[src/rtl/seg_display_scheduler.sv]
// Four-digit seven-segment scan controller that time-shares the display between
// four 16-bit debug sources, snapshotting the chosen source once per frame.
module seg_display_scheduler #(
    parameter int SCAN_DIV     = 16384,
    parameter int BLANK_CYCLES = 64,
    parameter int DWELL_FRAMES = 256
) (
    input  logic        clock,
    input  logic        reset_n,
    input  logic [63:0] src_data,
    input  logic [3:0]  src_req,
    input  logic        mode_auto,
    input  logic [1:0]  manual_sel,
    input  logic        freeze,
    output logic [3:0]  anode,
    output logic [7:0]  segment,
    output logic [1:0]  cur_src,
    output logic        frame_tick
);

    localparam int CMAX = (SCAN_DIV > BLANK_CYCLES) ? SCAN_DIV : BLANK_CYCLES;
    localparam int CW   = (CMAX > 1) ? $clog2(CMAX) : 1;
    localparam int DW   = (DWELL_FRAMES > 1) ? $clog2(DWELL_FRAMES) : 1;
    localparam logic [CW-1:0] BLANK_LAST = CW'(BLANK_CYCLES - 1);
    localparam logic [CW-1:0] SCAN_LAST  = CW'(SCAN_DIV - 1);
    localparam logic [DW-1:0] DWELL_LAST = DW'(DWELL_FRAMES - 1);

    typedef enum logic {ST_BLANK, ST_DRIVE} state_t;

    function automatic logic [7:0] hex7(input logic [3:0] n);
        case (n)
            4'h0: hex7 = 8'hC0;  4'h1: hex7 = 8'hF9;
            4'h2: hex7 = 8'hA4;  4'h3: hex7 = 8'hB0;
            4'h4: hex7 = 8'h99;  4'h5: hex7 = 8'h92;
            4'h6: hex7 = 8'h82;  4'h7: hex7 = 8'hF8;
            4'h8: hex7 = 8'h80;  4'h9: hex7 = 8'h90;
            4'hA: hex7 = 8'h88;  4'hB: hex7 = 8'h83;
            4'hC: hex7 = 8'hC6;  4'hD: hex7 = 8'hA1;
            4'hE: hex7 = 8'h86;  default: hex7 = 8'h8E;
        endcase
    endfunction

    state_t        state_q, state_d;
    logic [CW-1:0] cnt_q, cnt_d;
    logic [1:0]    digit_q, digit_d;
    logic [15:0]   snap_q, snap_d;
    logic [1:0]    src_q, src_d;
    logic [DW-1:0] dwell_q, dwell_d;
    logic [3:0]    anode_q, anode_d;
    logic [7:0]    seg_q, seg_d;
    logic          tick_q, tick_d;

    logic [1:0]    sel_src;
    logic [DW-1:0] sel_dwell;
    logic [7:0]    glyph;

    // Source choice for the next frame; only consumed at a frame boundary.
    always_comb begin
        sel_src   = src_q;
        sel_dwell = dwell_q;
        if (!mode_auto) begin
            sel_src   = manual_sel;
            sel_dwell = '0;
        end else if (src_req[src_q] && dwell_q != DWELL_LAST) begin
            sel_dwell = dwell_q + 1'b1;
        end else begin
            sel_dwell = '0;
            // Descending scan so the nearest requester after src_q wins.
            for (int k = 3; k >= 1; k--) begin
                if (src_req[src_q + 2'(k)]) sel_src = src_q + 2'(k);
            end
        end
    end

    assign glyph = hex7(snap_q[{digit_q, 2'b00} +: 4]);

    always_comb begin
        state_d = state_q;
        cnt_d   = cnt_q;
        digit_d = digit_q;
        snap_d  = snap_q;
        src_d   = src_q;
        dwell_d = dwell_q;
        anode_d = 4'hF;
        seg_d   = 8'hFF;
        tick_d  = 1'b0;
        case (state_q)
            ST_BLANK: begin
                if (cnt_q == BLANK_LAST) begin
                    state_d = ST_DRIVE;
                    cnt_d   = '0;
                    anode_d = ~(4'b0001 << digit_q);
                    seg_d   = {glyph[7] & (digit_q != src_q), glyph[6:0]};
                end else begin
                    cnt_d = cnt_q + 1'b1;
                end
            end
            default: begin
                if (cnt_q == SCAN_LAST) begin
                    state_d = ST_BLANK;
                    cnt_d   = '0;
                    digit_d = digit_q + 2'd1;
                    if (digit_q == 2'd3) begin
                        tick_d = 1'b1;
                        if (!freeze) begin
                            src_d   = sel_src;
                            dwell_d = sel_dwell;
                            snap_d  = src_data[{sel_src, 4'b0000} +: 16];
                        end
                    end
                end else begin
                    cnt_d   = cnt_q + 1'b1;
                    anode_d = anode_q;
                    seg_d   = seg_q;
                end
            end
        endcase
    end

    always_ff @(posedge clock or negedge reset_n) begin
        if (!reset_n) begin
            state_q <= ST_BLANK;
            cnt_q   <= '0;
            digit_q <= 2'd0;
            snap_q  <= 16'h0000;
            src_q   <= 2'd0;
            dwell_q <= '0;
            anode_q <= 4'hF;
            seg_q   <= 8'hFF;
            tick_q  <= 1'b0;
        end else begin
            state_q <= state_d;
            cnt_q   <= cnt_d;
            digit_q <= digit_d;
            snap_q  <= snap_d;
            src_q   <= src_d;
            dwell_q <= dwell_d;
            anode_q <= anode_d;
            seg_q   <= seg_d;
            tick_q  <= tick_d;
        end
    end

    assign anode      = anode_q;
    assign segment    = seg_q;
    assign cur_src    = src_q;
    assign frame_tick = tick_q;

endmodule

[config.mk]
export PLATFORM = sky130hd
export DESIGN_NAME = seg_display_scheduler
export DESIGN_NICKNAME = d
export VERILOG_FILES = /design/src/rtl/seg_display_scheduler.sv
export SDC_FILE = /design/constraint.sdc
export NUM_CORES = 1
export LEC_CHECK = 0
export CAP_MARGIN = 0
export CELL_PAD_IN_SITES_DETAIL_PLACEMENT = 0
export CELL_PAD_IN_SITES_GLOBAL_PLACEMENT = 1
export CORE_MARGIN = 4
export CORE_UTILIZATION = 41
export DETAILED_ROUTE_END_ITERATION = 7
export HOLD_SLACK_MARGIN = 0.06
export PLACE_DENSITY_LB_ADDON = 0.05
export SLEW_MARGIN = 20
export SYNTH_ARGS = -nofsm -noshare
export SYNTH_HDL_FRONTEND = slang
export SYNTH_SLANG_ARGS = --single-unit
[constraint.sdc]
create_clock -name clock -period 4.7 [get_ports clock]
set_clock_uncertainty 0.15 [all_clocks]
set_input_delay 0.94 -clock clock [delete_from_list [all_inputs] [get_ports clock]]
set_output_delay 0.94 -clock clock [all_outputs]
set_load 0.005 [all_outputs]
# After elaboration in Yosys (flattened, before gate mapping)
# Memory sizes are Yosys's and may differ from the RTL's.
# Index checks and enable logic that the tools add are counted.
word_totals:
  reg_bits: 56
  mem_bits_ro: 112
  in_bits: 74
  out_inout_bits: 15
  wordCells: 65
  memories: 1
classes:
  add_sub_neg: 6
  order_cmp: 4
  n_eq_ne: 6
  n_shift: 3
  muxes: 30
  bitwise: 3
  reduce_logical: 3
mem_list:
  columns: ["memory", "depth", "word_bits", "rd", "rd_clocked_by_memory_dff", "wr", "line_no", "source"]
  rows:
  - ["(name not given)", 16, 7, 1, 0, 0, "31", "case (n)"]
op_table:
  columns: ["operator", "count"]
  rows:
  - ["$shiftx A64 B7 Y16", 1]
  - ["$mux W14", 3]
  - ["$mux W8", 5]
  - ["$shiftx A16 B5 Y4", 1]
  - ["$add A14 B1 Y14 const B", 1]
  - ["$eq A14 B14 Y1 const B", 1]
  - ["$eq A14 B6 Y1 const B", 1]
  - ["$lt A2 B3 Y1 const B", 4]
  - ["$mux W4", 3]
  - ["$mux W1", 10]
  - ["$mux W2", 5]
  - ["$add A8 B1 Y8 const B", 1]
  - ["$bmux W1 S2", 4]
  - ["$ne A8 B8 Y1 const B", 1]
  - ["$add A2 B1 Y2 const B", 2]
  - ["$add A2 B2 Y2 const B", 2]
  - ["$not A4 Y4", 1]
  - ["$reduce_and A4 Y1", 1]
  - ["$shl A1 B2 Y4 const A", 1]
  - ["$eq A2 B2 Y1 const B", 1]
  - ["$ne A2 B1 Y1 const B", 1]
  - ["$ne A2 B2 Y1", 1]
  - ["$reduce_and A2 Y1", 1]
  - ["$and A1 B1 Y1 const A", 1]
  - ["2 further kinds", 2]

# Depth between registers and ports, before layout
depth:
  ltp_word: 9
  depth_mapped: 10
  depth_no_buf: 7

# Worst setup path before layout
# OpenSTA, ideal clock, no wires.
synth_path:
  path_type: "input-to-reg"
  from: "input port src_req[3]"
  to: "register snap_q[10]"
  setup_ps: 138
  arrival_ps: 2705
  required_time_ps: 4412
  slack_ps: 1707
  path_stages: 8
  path_buffers: 2
  path_cell_list: "mux4_2 > o31a_2 > or3_1 > buf_6 > a21oi_4 > buf_12 > mux2i_1 > o211ai_1"
synth_via:
  elab_chain_len: 8
  elab_cells_between_ends: 15
  classes_between: "1 x shift; 13 x mux; 1 x reduce/logical"
synth_rtl:
  columns: ["element", "line_no", "source"]
  rows:
  - ["from (decl)", "11", "input logic [3:0] src_req,"]
  - ["$bmux W1 S2", "70", "if (src_req[src_q + 2'(k)]) sel_src = src_q + 2'(k);"]
  - ["$mux W1 (implied by the code)", "70", null]
  - ["$mux W2 (3 in series)", "70", null]
  - ["$mux W2 (*)", "64", "end else if (src_req[src_q] && dwell_q != DWELL_LAST) begin"]
  - ["$mux W2 (*)", "61", "if (!mode_auto) begin"]
  - ["$shiftx A64 B7 Y16 (*)", "108", "snap_d = src_data[{sel_src, 4'b0000} +: 16];"]
  - ["to (signal assigned)", "135", "snap_q <= snap_d;"]
  - ["to (decl)", "46", "logic [15:0] snap_q, snap_d;"]
# Mark *: on every way between the ends. The rest lies on a longest branch, timed or not. The select of a mux whose other input is x is not followed.
# A chain may end at the register's enable or synchronous reset.

# Worst setup path in the final report
layout_path:
  from: "input port src_req[0]"
  to: "register snap_q[3]"
# Same word-level chain as after synthesis.

==> reports/metrics.csv <==
metric,value,unit
status,finished clean,
Synth Flop Type,dfrtp_1,
# IOs,89,
syn_nets,522,
Critical Path RT,4720,ps
first-pass GRT wire length,16.5,mm
number of port buffers,88,
pins over their slew limit,0,
fmax,268,MHz
vias in the first global route,3362,
Setup-failing EPs final,0,
crit-path max FO,17,
Crit. End Element,flip-flop,
Post-synth EDFFs,0,
Slew headroom,25.3,%
TNS Setup,0,ps
Tot GR Track Use,18.0,%
Worst Max-Slew Pin Slew,1120,ps
synthesized area,3810,um2
leakage,1.95,nW
crit path DAT,3760,ps
gpl congestion,0.806,
share of cells above drive strength 1,8.50,%
Post-DP HPWL,7.48,mm
clk sinks,56,
wire length per cell,16.0,um
via count,3383,
crit path cell chain,"clkdlybuf4s50_1, mux4_2, o31a_2, or3_1, a21oi_4, mux2i_1, o211ai_1",
maximum vdd ir drop,0.000108,V
placeable core area,8890,um2
Netlist cell types,48,
RSZ-0062 raised after global routing,false,
Critical Path Source Type,input port,
root buf cell,clkbuf_8,
Overflow after GRT,0,
Starting Density,42.9,%
Pwr Density,191,nW/um2
Pre-antenna DRT Iters,4,
max cap viols,0,
chip height,104,um
vias per cell,5.51,
post-synth top area share,28.9,%
Seq cells post-synth,56,
placed instance area,4710,um2
post-synthesis sequential area ratio,37.2,%
"Min Clock Period, post-route",3730,ps
H-tree levels,2,
Num CTS Buffers,5,
period utilisation layout,79.5,%
Routed Antenna Nets,0,
Worst-path clk slew,100,ps
Hold Fails Final Rpt,0,
die area,10900,um2
first-iteration detailed-routing DRC count,122,
largest net degree at the start of global routing,39,
Ys Warns,0,
clock buffer depth,2,
"non-filler cells, final",614,
clock latency on the worst-skew pair,310,ps
Ant. Diodes,0,
# nets final,591,
Resized cells post-CTS,0,
initial antenna violation count,0,
Placement Setup Slack,598,ps
"Slowest-stage cell, CP",a21oi_4,
"Design Area, Final",4810,um2
largest area contributor in the netlist,dfrtp_1,
cell family with most CP delay,compound AO/OA/AOI/OAI gates,
residual DRC count,0,
Cell Rows,34,
routed wire length,9.80,mm
"Area growth, synth to finish",26.2,%
worst hold path type,flip-flop to flip-flop,
crit path kind,input port to flip-flop,
Die W,104,um
CP Buf/Inv Count,1,
CTS tree,yes,
ranking of synthesized cells by area,"dfrtp_1, dfstp_2, o211ai_1",
DP Cell Count,606,
Setup WS post-layout,965,ps
"FFs w/ async S/R, synth",100,%
Post-CTS Hold Buffers,0,
Post-CTS Setup Repair Bufs,0,
syn avg cell area,8.74,um2
cells after synthesis,436,
CP peak stage delay,690,ps
where the power goes:
| part | leakage, nW | internal (mW) | switching (mW) |
|---|---|---|---|
| combinational | 1.19 | 0.0853 | 0.0722 |
| sequential | 0.722 | 0.482 | 0 |
| clock | 0.0445 | 0.120 | 0.159 |
cell usage after synthesis, types with 2 or more instances:
master,instances
a21oi_1,44
dfrtp_1,44
nand2_1,36
nor2_1,36
o211ai_1,33
clkbuf_1,27
inv_1,24
mux2i_1,19
o21ai_0,18
nor4_1,17
o22ai_1,16
dfstp_2,12
ha_1,12
nand3_1,11
xnor2_1,8
nand2b_1,7
xor2_1,7
mux4_2,6
and3_1,5
mux2_2,5
nor2b_1,5
nor3_1,5
and4_1,3
or2_2,3
a211o_1,2
buf_6,2
nand4_1,2
o21a_1,2
o21ai_1,2
o221ai_1,2
o31ai_1,2
or3_1,2
or4_1,2
area by class of cell:
type,count,area [um2]
Multi-Input combinational cell,323,2150
Inverter,25,93.8
Clock buffer,7,86.3
Tap cell,108,135
Timing Repair Buffer,94,921
Fill cell,812,4080
Sequential cell,56,1420
Clock inverter,1,7.51
per-stage QoR:
stage          hold WS [ps]  power (mW)  utilization (%)
6_report                345       0.919             54.1
4_1_cts                 350       0.926             54.1
2_1_floorplan           295       0.564                -
3_5_place_dp            328       0.649             53.0
5_1_grt                 371       0.966             54.1
3_3_place_gp            323       0.648             53.0
per-layer routing:
layer,part of all wire [%],track usage [%],vias up
met2,47,29.0,85
met5,0,0,-
met3,4.1,2.30,5
met1,48,25.9,1575
li1,-,-,1718
met4,0.98,3.99,0
kinds of logic after synthesis:
group                    count (synthesis)  synth area share, %
adder cells (fa/ha/maj)                 12                 3.94
XOR/XNOR                                15                 3.45
AO/OA/AOI/OAI                          129                 21.3
buffers and inverters                   57                 6.47
AND/OR/NAND/NOR                        137                 17.6
flip-flops                              56                 37.2
multiplexers                            30                 10.0
registers in the layout, indices dropped and copies added (netlist names):
| register | count |
|---|---|
| anode | 4 |
| cur_src | 2 |
| frame_tick | 1 |
| digit_q | 2 |
| segment | 8 |
| dwell_q | 8 |
| state_q | 1 |
| snap_q | 16 |
| cnt_q | 14 |
worst paths after layout:
| path | startpoint | cells past startpoint | slack, ps | end |
|---|---|---|---|---|
| worst max-delay path | src_req[0] | 7 | 970 | snap_q[3] |
| worst min-delay path | cnt_q[12] | 1 | 340 | cnt_q[12] |
| worst max register to register | cur_src[0] | 6 | 1380 | snap_q[3] |
| worst min register to register | cnt_q[12] | 1 | 340 | cnt_q[12] |
| max in group asynchronous | reset_n | 2 | 3130 | anode[0] |
| min in group asynchronous | reset_n | 1 | 400 | cnt_q[3] |
cells in the final DEF, fill, tap and decap left out, types with 3 or more instances in the layout:
cell type,synthesis,routed
xor2_1,7,7
o211ai_1,33,33
nand2b_1,7,7
clkdlybuf4s50_1,0,87
nor4_1,17,17
mux2i_1,19,19
xnor2_1,8,8
nand3_1,11,11
dfstp_2,12,12
and3_1,5,5
a21oi_1,44,44
inv_1,24,24
and4_1,3,3
mux2_2,5,5
nor2b_1,5,5
buf_4,0,6
mux4_2,6,6
dfrtp_1,44,44
o21ai_0,18,18
o22ai_1,16,16
nor2_1,36,36
nor3_1,5,5
nand2_1,36,36
clkbuf_8,0,6
or2_2,3,3
ha_1,12,12
(Power assumes the default switching activity.)
